--- config.mk ---
export PLATFORM = sky130hd
export DESIGN_NAME = seq_detector_param
export DESIGN_NICKNAME = d
export VERILOG_FILES = /design/src/rtl/seq_detector_param.sv
export SDC_FILE = /design/constraint.sdc
export NUM_CORES = 1
export LEC_CHECK = 0
export ABC_AREA = 1
export CAP_MARGIN = 20
export CORE_ASPECT_RATIO = 1.4
export CORE_MARGIN = 2
export CORE_UTILIZATION = 30
export CTS_CLUSTER_DIAMETER = 30
export DETAILED_ROUTE_END_ITERATION = 12
export HOLD_SLACK_MARGIN = 0.02
export SLEW_MARGIN = 30
export SYNTH_ARGS = -nofsm -noshare
export SYNTH_HDL_FRONTEND = slang
export SYNTH_SLANG_ARGS = --single-unit
--- constraint.sdc ---
create_clock -name clk -period 2.2 [get_ports clk]
set_input_delay 0.66 -clock clk [delete_from_list [all_inputs] [get_ports clk]]
set_output_delay 0.66 -clock clk [all_outputs]
set_load 0.01 [all_outputs]
--- src/rtl/seq_detector_param.sv ---
// Serial pattern detector with a runtime-loadable pattern, pattern length and
// overlap mode. The newest accepted bit sits at pat[0]. Every match gives a
// one-cycle registered pulse and bumps a saturating match counter.
module seq_detector_param #(
  parameter int PAT_W = 8,
  parameter int CNT_W = 16,
  localparam int LEN_W = $clog2(PAT_W + 1)
) (
  input  logic             clk,
  input  logic             rst,
  input  logic             din,
  input  logic             din_valid,
  input  logic             cfg_load,
  input  logic [PAT_W-1:0] pat,
  input  logic [LEN_W-1:0] pat_len,
  input  logic             overlap,
  input  logic             clr_cnt,
  output logic             match,
  output logic [CNT_W-1:0] match_cnt,
  output logic             armed,
  output logic             cfg_err
);

  typedef enum logic [1:0] {
    IDLE,
    FILL,
    HUNT
  } state_t;

  state_t             state;
  logic [PAT_W-1:0]   hist;
  logic [LEN_W-1:0]   fill;
  logic [PAT_W-1:0]   pat_q;
  logic [LEN_W-1:0]   len_q;
  logic               ovl_q;

  logic [PAT_W-1:0]   mask;
  logic [PAT_W-1:0]   window;
  logic [LEN_W-1:0]   fill_inc;
  logic               cfg_ok;
  logic               accept;
  logic               hit;

  // Window compare: only the low len_q bits of pattern and history take part.
  // NOTE: every always_comb output gets a default first so no latch is inferred.
  always_comb begin
    mask = '0;
    for (int i = 0; i < PAT_W; i++) begin
      mask[i] = (LEN_W'(i) < len_q);
    end
    window   = {hist[PAT_W-2:0], din};
    fill_inc = (fill == LEN_W'(PAT_W)) ? fill : fill + LEN_W'(1);
    cfg_ok   = (pat_len != '0) && (pat_len <= LEN_W'(PAT_W));
    // A concurrent cfg_load discards the bit, and IDLE ignores input.
    accept   = din_valid && !cfg_load && (state != IDLE);
    hit      = accept && (((window ^ pat_q) & mask) == '0) && (fill_inc >= len_q);
  end

  // Control FSM: configuration, history shifting, match pulse and error pulse.
  // NOTE: sequential state uses non-blocking assignments so every register
  // samples the pre-edge values regardless of statement order.
  always_ff @(posedge clk or posedge rst) begin
    if (rst) begin
      state   <= IDLE;
      hist    <= '0;
      fill    <= '0;
      pat_q   <= '0;
      len_q   <= '0;
      ovl_q   <= 1'b0;
      match   <= 1'b0;
      armed   <= 1'b0;
      cfg_err <= 1'b0;
    end else begin
      match   <= 1'b0;
      cfg_err <= 1'b0;
      if (cfg_load) begin
        if (cfg_ok) begin
          pat_q <= pat;
          len_q <= pat_len;
          ovl_q <= overlap;
          hist  <= '0;
          fill  <= '0;
          state <= FILL;
          armed <= 1'b1;
        end else begin
          cfg_err <= 1'b1;
          state   <= IDLE;
          armed   <= 1'b0;
        end
      end else if (accept) begin
        if (hit) begin
          match <= 1'b1;
          if (ovl_q) begin
            hist  <= window;
            fill  <= fill_inc;
            state <= HUNT;
          end else begin
            // Non-overlapping: the next match must be built from fresh bits.
            hist  <= '0;
            fill  <= '0;
            state <= FILL;
          end
        end else begin
          hist  <= window;
          fill  <= fill_inc;
          state <= (fill_inc >= len_q) ? HUNT : FILL;
        end
      end
    end
  end

  // Saturating match counter; a synchronous clear beats a coincident match.
  always_ff @(posedge clk or posedge rst) begin
    if (rst) begin
      match_cnt <= '0;
    end else if (clr_cnt) begin
      match_cnt <= '0;
    end else if (hit && (match_cnt != '1)) begin
      match_cnt <= match_cnt + CNT_W'(1);
    end
  end

endmodule

==> metrics.csv <==
stage;metric;value;unit
synth;Mapped Cells;346;
critical_path;Max stage delay on crit path;0.39;ns
cts;CTS tree;done;
placement;GPL Wtd Cong;0.878;
floorplanning;FP Rows;40;
power_and_ir_drop;leak pwr;1.62;nW
floorplanning;die area;9570;sq um
sta;relative slew slack;0.719;
cts;Clock Latency Late Sink;0.29;ns
synth;top post-synthesis cells by area;dfrtp_1, nand2_1, nand3_1;
synth;sequential fraction of the synthesis area;0.427;
floorplanning;I/O pins;38;
placement;DP Wirelength;4680;microns
sta;Achievable Freq;0.471;GHz
synth;synthesized area;2640;sq um
critical_path;CP max FO;5;
cts;clk slew on worst S/H paths;0.06;ns
synth;area leader, netlist;dfrtp_1;
global_route;total grt overflow;0;
final_layout;post-route insts no fill;509;
floorplanning;Die Span Y;115;microns
cts;H-tree Lvls;2;
sta;worst hold margin;0.487;ns
power_and_ir_drop;PwrDens;727;nW/um^2
flow_run;Max-Cap Viols;0;
floorplanning;Core ar.;8560;sq um
sta;Final Hold Fails;0;
route;DRC Markers;0;
final_layout;commonest non-fill, non-tap cell in the layout;nand2_1;
route;DRT iter0 DRCs;69;
route;drt pass-1 iters;4;
cts;number of clock buffers inserted by TritonCTS;5;
critical_path;CP max-delay cell;dfrtp_1;
final_layout;nets;429;
route;post-route ant nets;0;
critical_path;Crit Path Category;reg2reg;
route;Vias;2386;
critical_path;Worst Path Buf+Inv;3;
final_layout;Syn-to-layout area delta;34.0;%
final_layout;share of layout cells above drive strength 1;0.193;
critical_path;nature of the critical path endpoint;register;
sta;worst slew pin tran;0.419;ns
cts;clock sink count;45;
critical_path;critical path's top delay family;simple AND/OR/NAND/NOR gates;
outcome;outcome;finished, final reports clean;
global_route;vias in the first global route;2378;
final_layout;most frequent cells in the layout;nand2_1, dfrtp_1, clkdlybuf4s50_1, nand3_1, nor2_1;
sta;final period utilization;0.966;
sta;crit path time final;2.13;ns
sta;setup_tns;0;ns
critical_path;Worst EP arrival;2.30;ns
critical_path;worst-path cell chain;inv_2, ha_4, nand3_4, xor2_2, inv_2, ha_4, o21bai_1, nand3_1, nand3_4, nand4_4, buf_4, nand3_1, nand2_1;
power_and_ir_drop;IR Drop Worst-Case VDD;0.329;mV
floorplanning;die width;83.3;microns
sta;Final Skew;0.00598;ns
cts;Clock Tree Buf Depth;2;
critical_path;Crit path required time;2.38;ns
synth;Yosys top cell area share;0.427;
sta;max-slew violation count;0;
global_route;largest net degree at the start of global routing;22;
synth;distinct cell type count after synthesis;33;
floorplanning;Initial Utilization;0.308;
final_layout;# diodes;0;
global_route;global-route wire length before repair;10800;microns
route;Via density;4.69;
global_route;initial antenna violation count;0;
synth;Yosys warnings;0;
synth;post-synth net total;372;
placement;IO Port Bufs;37;
route;Post-Route WL;6380;microns
global_route;All-Layer GR Usage;0.138;
critical_path;Critical Path Source Type;register;
cts;Root Buffer;clkbuf_16;
sta;final setup fails;0;
synth;#FFs+latches synth;45;
sta;RSZ-0062 raised after global routing;true;
synth;average cell area after synthesis;7.63;sq um
cts;Hold-fix buffers, CTS;0;
final_layout;Layout fillers;861;
power_and_ir_drop;Total Power;2.57;mW
min_path;min-delay worst type;reg2reg;
route;WL/cell;12.5;microns
placement;placed insts;496;
worst paths after layout:
| kind | slack, ns | cells past startpoint | from | end |
|---|---|---|---|---|
| max | 0.07 | 13 | fill[1]$_DFFE_PP0P_ | match_cnt[13]$_DFFE_PP0P_ |
| min | 0.49 | 2 | armed$_DFFE_PP0P_ | armed$_DFFE_PP0P_ |
| max reg2reg | 0.07 | 13 | fill[1]$_DFFE_PP0P_ | match_cnt[13]$_DFFE_PP0P_ |
| min reg2reg | 0.49 | 2 | armed$_DFFE_PP0P_ | armed$_DFFE_PP0P_ |
| max in group asynchronous | 1.05 | 3 | rst | len_q[3]$_DFFE_PP0P_ |
| min in group asynchronous | 0.66 | 2 | rst | pat_q[6]$_DFFE_PP0P_ |
sequential cells by signal, indices dropped and copies added, names as in the netlist:
name / count
fill: 4
state: 2
ovl_q: 1
pat_q: 8
match_cnt: 16
match: 1
hist: 7
armed: 1
cfg_err: 1
len_q: 4
stage by stage:
stage,utilization,instance area [sq um],worst slack [ns]
after detailed placement,0.378,3240,-0.0401
after floorplan,-,2640,0.115
after global placement,0.378,3240,-0.0227
after global routing,0.413,3540,-0.0321
after CTS,0.399,3420,0.00676
final,0.413,3540,0.0748
cell usage after synthesis, drive strengths merged:
library cell / number
and3: 1
nor2: 37
o21ai: 24
or2: 2
nor3: 4
buf: 4
xnor2: 5
o22ai: 1
a21oi: 3
o21bai: 1
nand2: 110
nand4: 6
dfrtp: 45
xor2: 8
inv: 37
clkbuf: 5
nand3: 44
ha: 7
clkinv: 2
worst min-delay path: stages (launching register included):
cell	delay (ns)
dfrtp_1	0.35
nand2_1	0.05
nand2_1	0.05
final cells by class:
type	instances	area, sq um	area share
multi-input combinational	253	1410	0.398
sequential	45	1130	0.318
timing repair buffer	59	568	0.161
clock buffer	7	153	0.0432
inverter	39	146	0.0414
tap	105	131	0.0371
clock inverter	1	5.00	0.00141
logic make-up (layout without fill, tap and decap cells):
kind of cell / Yosys count / after routing / share of synthesized area
XOR/XNOR: 13 / 13 / 0.0431
buffers and inverters: 48 / 106 / 0.0768
AO/OA/AOI/OAI: 29 / 29 / 0.0564
adder cells (fa/ha/maj): 7 / 7 / 0.0332
AND/OR/NAND/NOR: 204 / 204 / 0.364
flip-flops: 45 / 45 / 0.427
timing repair:
action	4_1_cts	5_1_grt
pin swaps	0	10
setup endpoints to repair	29	29
gates resized for setup	2	22
setup buffers	1	3
cloned	0	1
report_power, final:
| group | switching [mW] | internal, mW |
|---|---|---|
| Combinational | 0.432 | 0.369 |
| Sequential | 0.0632 | 0.915 |
| Clock | 0.313 | 0.481 |
| Total | 0.808 | 1.76 |
routing by layer:
layer | part of all wire | wire length, microns | vias up | track usage
li1 | - | - | 1216 | -
met1 | 0.43 | 2730 | 1100 | 0.161
met2 | 0.51 | 3220 | 57 | 0.254
met3 | 0.039 | 248 | 13 | 0.0244
met4 | 0.028 | 176 | 0 | 0.0470
met5 | 0 | 0 | - | 0
Note: power is estimated with default switching activity, not from simulation.
